### src/rtl/decryption_pipe.sv
// Five-stage registered decrypter: inverts the encrypt chain one operation per stage,
// with valid/ready flow control, whole-pipe stall on back-pressure and a delivered-word counter.
module decryption_pipe #(
  parameter int N  = 8,
  parameter int CW = 16
) (
  input  logic          clock,
  input  logic          reset_n,
  input  logic          in_valid,
  output logic          in_ready,
  input  logic [N-1:0]  in_data,
  input  logic [N-1:0]  in_key,
  output logic          out_valid,
  input  logic          out_ready,
  output logic [N-1:0]  out_data,
  output logic          busy,
  output logic [CW-1:0] word_count,
  input  logic          clear_count
);
  localparam int STAGES = 5;

  logic [STAGES:1]          vld_pipe;
  logic [STAGES:1][N-1:0]   dat_pipe;
  // Key rides alongside its word up to the XOR stage; stage 5 consumes it.
  logic [STAGES-1:1][N-1:0] key_pipe;
  logic                     adv;

  function automatic logic [N-1:0] rotr5(input logic [N-1:0] d);
    return {d[4:0], d[N-1:5]};
  endfunction

  function automatic logic [N-1:0] rotl5(input logic [N-1:0] d);
    return {d[N-6:0], d[N-1:N-5]};
  endfunction

  function automatic logic [N-1:0] bitrev(input logic [N-1:0] d);
    logic [N-1:0] r;
    for (int i = 0; i < N; i++) r[i] = d[N-1-i];
    return r;
  endfunction

  // Whole pipe moves or whole pipe holds; bubbles are not squeezed out.
  assign adv      = ~vld_pipe[STAGES] | out_ready;
  assign in_ready = adv;

  always_ff @(posedge clock or negedge reset_n) begin
    if (!reset_n) begin
      vld_pipe <= '0;
      dat_pipe <= '0;
      key_pipe <= '0;
    end else if (adv) begin
      vld_pipe    <= {vld_pipe[STAGES-1:1], in_valid};
      dat_pipe[1] <= rotr5(in_data);
      dat_pipe[2] <= bitrev(dat_pipe[1]);
      dat_pipe[3] <= ~dat_pipe[2];
      dat_pipe[4] <= rotl5(dat_pipe[3]);
      dat_pipe[5] <= dat_pipe[4] ^ key_pipe[4];
      key_pipe    <= {key_pipe[STAGES-2:1], in_key};
    end
  end

  // Saturating delivery counter; clear takes priority over a coincident delivery.
  always_ff @(posedge clock or negedge reset_n) begin
    if (!reset_n)
      word_count <= '0;
    else if (clear_count)
      word_count <= '0;
    else if (out_valid && out_ready && (word_count != {CW{1'b1}}))
      word_count <= word_count + CW'(1);
  end

  assign out_valid = vld_pipe[STAGES];
  assign out_data  = dat_pipe[STAGES];
  assign busy      = |vld_pipe;
endmodule

### config.mk
export PLATFORM = sky130hd
export DESIGN_NAME = decryption_pipe
export DESIGN_NICKNAME = d
export VERILOG_FILES = /design/src/rtl/decryption_pipe.sv
export SDC_FILE = /design/constraint.sdc
export NUM_CORES = 1
export LEC_CHECK = 0
export CAP_MARGIN = 20
export CORE_MARGIN = 1.5
export CORE_UTILIZATION = 59
export CTS_BUF_LIST = sky130_fd_sc_hd__clkbuf_16
export DETAILED_ROUTE_END_ITERATION = 10
export PLACE_DENSITY_LB_ADDON = 0.25
export SETUP_SLACK_MARGIN = 0.2
export SYNTH_ARGS = -nofsm -noshare
export SYNTH_HDL_FRONTEND = slang
export SYNTH_SLANG_ARGS = --single-unit
### constraint.sdc
create_clock -name clock -period 2.65 [get_ports clock]
set_input_delay 0.265 -clock clock [delete_from_list [all_inputs] [get_ports clock]]
set_output_delay 0.265 -clock clock [all_outputs]
set_load 0.01 [all_outputs]
==> flow_summary_export.csv, run 1 <==
group,metric,value,unit
grt,grt_pass1_vias,2448,
timing,period_needed,2.07,ns
worst_setup_path,endpoint_kind,"register",
die,die-height,84.7,microns
finish,num_antenna_cells,0,
worst_setup_path,critPathLaunchType,"register",
cts,cts_tree,"yes",
place,place_congestion,0.775,
yosys,ys_seq_area_share,59.0,%
die,initial_utilization,61.7,%
cts,max-clock-path-buffers,2,
worst_setup_path,arrival,2.29,ns
detailed_routing,first_pass_iters,4,
worst_setup_path,slowest_stage,"nor4_4",
yosys,avgSynthCellArea,13.0,sq um
yosys,synth-adder-area-share,0.317,%
timing,fin_skew,0.00363,ns
grt,grt_first_pass_wirelength,11500,microns
cts,ctsHoldBuffers,1,
power_and_ir_drop,power.density,1000,mW/mm^2
worst_setup_path,crit_end,"word_count[5]$_DFFE_PN0P_",
hold_path,worstHoldPathType,"reg -> reg",
detailed_routing,route.met3.wl,180,microns
worst_setup_path,critPathRequiredTime,2.87,ns
yosys,synth_top_family_by_area,"multiplexers",
die,core,0.00639,sq mm
worst_setup_path,slowest_delay,0.56,ns
grt,grt_max_degree,54,
timing,tns,0,ns
detailed_routing,postRouteAntennaNets,0,
detailed_routing,routed_via_density,5.63,
detailed_routing,top_layer,"met4",
power_and_ir_drop,p_leak,2.00,nW
place,dpl.hpwl,4300,microns
place,io_buffers,47,
finish,final_cell_mix,"93 x dfrtp_1, 67 x mux2_2, 46 x clkdlybuf4s50_1, 28 x a21oi_1, 24 x nor2_1",
grt,grt_use_total,20.2,%
power_and_ir_drop,vdd_drop_max,670,uV
detailed_routing,wl_per_cell,15.3,microns
cts,cts_resized,0,
flow_run,maxCapViolations,0,
finish,fill_cells,431,
yosys,ys_warn_count,0,
detailed_routing,wl_met2,3210,microns
timing,rsz0062_at_grt,"no",
finish,nets,366,
detailed_routing,remaining_drc_errors,0,
die,fp.dieArea,0.00718,sq mm
timing,setup_viol,0,
yosys,synth.cell_area,0.00394,sq mm
timing,tightest_slew,0.826,ns
yosys,yosys.area.top_type,"dfrtp_1",
timing,hold_viol,0,
worst_setup_path,r2r_slack,0.58,ns
die,io_pins,48,
yosys,syn-num-nets,325,
grt,grt_overflow,0,
worst_setup_path,cp_cell_sequence,"ha_1, nand4_4, nor4_4, a211oi_1, mux2_2",
power_and_ir_drop,total_power,0.00477,W
detailed_routing,wl_met1,3010,microns
finish,areaGrowthSynthToFinish,20.8,%
worst_setup_path,criticalPathCategory,"reg -> reg",
finish,final_common_cell,"dfrtp_1",
cts,clk_pin_slew_worst_paths,0.07,ns
yosys,synth-seq-cells,93,
worst_setup_path,crit_fanout,10,
yosys,yosys.area_share.simple,10.5,%
yosys,synth-compound-area-share,5.78,%
finish,drive_gt1_share,26.6,%
worst_setup_path,reg2reg_to,"word_count[5]$_DFFE_PN0P_",
timing,slew-limit-headroom,44.7,%
worst_setup_path,crit_start,"word_count[1]$_DFFE_PN0P_",
yosys,synth_area_leaders,"dfrtp_1 59%, mux2_2 19%, a21oi_1 3.6%",
detailed_routing,num_vias,2397,
yosys,yosysTopAreaCellShare,59.0,%
status,status,"finished clean",
die,fp-row-count,29,
worst_setup_path,r2r_start,"word_count[1]$_DFFE_PN0P_",
finish,seqCellArea,0.00233,sq mm
yosys,synth_cell_type_count,32,
cts,cts-root-buf,"clkbuf_16",
finish,multi_input_area,0.00150,sq mm
timing,period_share,78.1,%
detailed_routing,drtIter0Drc,136,
yosys,synthMuxAreaShare,19.4,%
cts,cts_inserted_buffers,9,
cts,clk_latency,0.33,ns
timing,maxSlewViolCount,0,
cts,cts_setup_buffers,0,
cts,cts_num_sinks,93,
yosys,synth_xor_area_share,1.78,%
worst_setup_path,r2r_cells,5,
grt,antenna_found_initial,0,
timing,clock.fmax,0.483,GHz
yosys,synth_cells,303,
die,die_x,84.7,microns
cts,htreeDepth,3,
detailed_routing,wl,6530,microns
metrics by stage:
step	cell area, sq um	instances	util (%)	setup slack (ns)	hold slack, ns
2_1_floorplan	3940	303	-	0.803	-0.0306
4_1_cts	4760	426	74.6	0.595	0.443
6_report	4760	426	74.6	0.581	0.438
5_1_grt	4760	426	74.6	0.419	0.475
3_5_place_dp	4450	409	69.6	0.622	0.283
3_3_place_gp	4450	409	69.6	0.685	0.279
sequential cells by signal, summed over array words and instances, names as in the netlist:
register	flops
dat_pipe	32
key_pipe	32
word_count	16
vld_pipe	5
out_data	8
cell families after synthesis:
group | Yosys count
and+or+nand+nor | 71
adders and majority gates | 1
DFF | 93
buffers and inverters | 23
xor gates and xnor gates | 8
AOI/OAI and AO/OA | 39
muxes | 68
layer usage:
metal  up-vias  track usage [%]
met4         0             8.80
met2        47             32.2
li1       1157                -
met1      1181             27.9
met5         -                0
met3        12             2.95
cell usage after synthesis:
library cell	n
nand4_4	2
and3_1	3
and4_1	2
a21oi_2	1
a311oi_1	2
mux2_2	67
nor2_1	24
and2_1	2
nand2_1	8
nor3_1	4
buf_4	9
nand2b_1	4
or4_1	5
nor2b_1	8
mux2i_1	1
buf_1	1
nor4_1	1
xnor2_1	8
a31oi_1	1
buf_2	5
ha_1	1
a211oi_1	1
clkbuf_1	7
o41ai_1	2
inv_1	1
nand3_1	2
a21oi_1	28
dfrtp_1	93
nand4_1	5
nor4_4	1
o31ai_1	3
o21a_1	1
critical path: cells and delay by family, from the launching register on:
kind            cells  cell delay [ns]
mux                 1             0.29
flops               1             0.45
simple gates        2             0.74
compound gates      1             0.18
fa+ha+maj           1             0.30
report_power, final:
group          switching (W)  internal, W
Sequential          0.000313      0.00195
Combinational       0.000465     0.000747
Clock               0.000552     0.000746
cell type report:
cell class | count | share of cell area (%)
clock buffers | 9 | 4.73
clock inverters | 7 | 1.71
inverters | 1 | 0.0788
multi-input cells | 187 | 31.4
flip-flops and latches | 93 | 48.9
well taps | 77 | 2.02
repair buffers | 52 | 11.2
worst min path at each step:
stage | start | end | slack [ns] | cells after the start
3_3_place_gp | reset_n | out_data[3]$_DFFE_PN0P_ | 0.28 | 1
2_1_floorplan | reset_n | dat_pipe[0]$_DFFE_PN0P_ | -0.03 | 0
3_5_place_dp | reset_n | out_data[3]$_DFFE_PN0P_ | 0.28 | 1
6_report | dat_pipe[12]$_DFFE_PN0P_ | dat_pipe[20]$_DFFE_PN0P_ | 0.44 | 1
5_1_grt | dat_pipe[10]$_DFFE_PN0P_ | dat_pipe[18]$_DFFE_PN0P_ | 0.47 | 1
4_1_cts | dat_pipe[12]$_DFFE_PN0P_ | dat_pipe[20]$_DFFE_PN0P_ | 0.44 | 1
Note: power is estimated with default switching activity, not from simulation.
==> inputs of run 2 (changes only) <==
--- a/config.mk
+++ b/config.mk
@@ -7,7 +7,7 @@
 export LEC_CHECK = 0
 export CAP_MARGIN = 20
 export CORE_MARGIN = 1.5
-export CORE_UTILIZATION = 59
+export CORE_UTILIZATION = 50
 export CTS_BUF_LIST = sky130_fd_sc_hd__clkbuf_16
 export DETAILED_ROUTE_END_ITERATION = 10
 export PLACE_DENSITY_LB_ADDON = 0.25
==> constraint.sdc (replaced) <==
create_clock -name clock -period 1.7 [get_ports clock]
set_input_delay 0.17 -clock clock [delete_from_list [all_inputs] [get_ports clock]]
set_output_delay 0.17 -clock clock [all_outputs]
set_load 0.01 [all_outputs]
==> run 2 against run 1 <==
Effect of this change:
- final cell count increased by 14%
- die area increased by 17%
- global-route usage decreased by 1.7 points
- largest power group unchanged
==> flow_summary_export.csv, run 2 (synthesis gave the netlist of run 1 again) <==
group,metric,value,unit
detailed_routing,remaining_drc_errors,0,
timing,rsz0062_at_grt,"yes",
power_and_ir_drop,switching_share,28.6,%
die,initial_utilization,51.3,%
cts,max-clock-path-buffers,2,
finish,nets,400,
timing,tightest_slew,0.437,ns
grt,antenna_found_initial,0,
die,core,0.00769,sq mm
power_and_ir_drop,pwr-share-comb,27.2,%
grt,grt_first_pass_wirelength,12000,microns
power_and_ir_drop,p_clk_share,25.4,%
power_and_ir_drop,seqPwrFrac,47.4,%
finish,seqCellArea,0.00234,sq mm
power_and_ir_drop,p_int,0.00528,W
detailed_routing,wl_per_cell,15.3,microns
timing,period_needed,1.60,ns
cts,clk_latency,0.34,ns
cts,cts_tree,"yes",
cts,htreeDepth,3,
place,place_ws,-0.117,ns
detailed_routing,wl,7420,microns
cts,cts_num_sinks,93,
power_and_ir_drop,p_leak,2.28,nW
timing,setup_viol,0,
worst_setup_path,critPathLaunchType,"register",
finish,areaGrowthSynthToFinish,31.6,%
status,status,"finished clean",
timing,tns,0,ns
power_and_ir_drop,switchingPower,0.00212,W
finish,drive_gt1_share,40.5,%
finish,fill_cells,555,
timing,fin_ws,0.105,ns
worst_setup_path,r2r_cells,6,
timing,fin_skew,0.00889,ns
worst_setup_path,crit_fanout,8,
worst_setup_path,criticalPathCategory,"reg -> reg",
worst_setup_path,critPathRequiredTime,1.97,ns
place,dpl.hpwl,4650,microns
worst_setup_path,endpoint_kind,"register",
detailed_routing,drtIter0Drc,99,
place,io_buffers,47,
worst_setup_path,cp_cell_sequence,"ha_4, nand4_4, nor4_4, buf_6, or4_4, a21oi_2",
flow_run,maxCapViolations,0,
die,die_x,91.8,microns
cts,cts-root-buf,"clkbuf_16",
worst_setup_path,slowest_stage,"or4_4",
grt,grt_overflow,0,
finish,num_antenna_cells,0,
power_and_ir_drop,vdd_drop_max,895,uV
cts,clk_pin_slew_worst_paths,0.07,ns
power_and_ir_drop,power.density,1430,mW/mm^2
cts,cts_inserted_buffers,9,
timing,slew-limit-headroom,70.9,%
finish,final_common_cell,"dfrtp_1",
die,fp-row-count,32,
detailed_routing,postRouteAntennaNets,0,
finish,final_cell_mix,"86 x dfrtp_1, 65 x mux2_2, 34 x buf_4, 30 x clkdlybuf4s50_1, 24 x nor2_1",
hold_path,worstHoldPathType,"in -> async",
worst_setup_path,slowest_delay,0.49,ns
timing,clock.fmax,0.627,GHz
worst_setup_path,critPathBufInv,1,
detailed_routing,routed_via_density,5.31,
grt,grt_max_degree,49,
timing,period_share,93.8,%
die,fp.dieArea,0.00842,sq mm
place,place_congestion,0.890,
timing,maxSlewViolCount,0,
worst_setup_path,cp.depth,6,
finish,reg_top3,"dat_pipe (32), key_pipe (32), word_count (16)",
finish,post-route-util,67.4,%
worst_setup_path,arrival,1.87,ns
timing,hold_viol,0,
worst_setup_path,critPathTopFamily,"simple AND/OR/NAND/NOR gates",
detailed_routing,first_pass_iters,4,
detailed_routing,num_vias,2577,
grt,grt_pass1_vias,2510,
die,io_pins,48,
finish,multi_input_area,0.00163,sq mm
grt,grt_use_total,18.5,%
die,die-height,91.8,microns
run 2: area by class of cell:
class | count | share of cell area [%]
Inverter | 1 | 0.0724
Sequential cell | 93 | 45.1
Clock inverter | 7 | 1.11
Timing Repair Buffer | 86 | 15.5
Multi-Input combinational cell | 187 | 31.4
Clock buffer | 9 | 4.34
Tap cell | 102 | 2.46
run 2: final timing paths:
kind | to | startpoint | slack, ns
max | word_count[9]$_DFFE_PN0P_ | word_count[0]$_DFFE_PN0P_ | 0.10
max in group asynchronous | vld_pipe[3]$_DFFE_PN0P_ | reset_n | 0.78
min in group clock | vld_pipe[1]$_DFFE_PN0P_ | in_valid | 0.44
min | key_pipe[5]$_DFFE_PN0P_ | reset_n | 0.31
max reg2reg | word_count[9]$_DFFE_PN0P_ | word_count[0]$_DFFE_PN0P_ | 0.10
min reg2reg | dat_pipe[19]$_DFFE_PN0P_ | dat_pipe[11]$_DFFE_PN0P_ | 0.44
run 2: timing repair:
action | in CTS | in global routing
endpoints found under the hold margin | 30 | 0
hold buffers | 1 | 0
buffers inserted | 10 | 6
setup endpoints to repair | 29 | 20
pin swaps | 6 | 4
resized for setup | 27 | 21
run 2: metrics by stage:
stage	cell area (sq um)	total power [W]	cells	hold slack (ns)
2_1_floorplan	3970	0.00492	303	-0.126
3_3_place_gp	4650	0.00544	452	0.145
3_5_place_dp	4650	0.00557	452	0.146
4_1_cts	5060	0.00747	479	0.323
5_1_grt	5180	0.00783	485	0.346
6_report	5180	0.00740	485	0.309
run 2: metal layers:
metal | share of wire, % | vias up | wire length (microns) | global-route usage [%]
met2 | 48 | 46 | 3590 | 29.2
met4 | 2.8 | 0 | 208 | 9.10
met3 | 3.4 | 14 | 249 | 4.73
met5 | 0 | - | 0 | 0
met1 | 45 | 1298 | 3380 | 23.7
li1 | - | 1219 | - | -
run 2: power by group through the flow:
| stage | Combinational, W | Clock (W) | Sequential [W] |
|---|---|---|---|
| detailed placement | 0.00202 | 0 | 0.00355 |
| CTS | 0.00203 | 0.00193 | 0.00351 |
| global placement | 0.00194 | 0 | 0.00349 |
| floorplan | 0.00150 | 0 | 0.00343 |
| finish | 0.00201 | 0.00188 | 0.00350 |
| global route | 0.00219 | 0.00202 | 0.00362 |
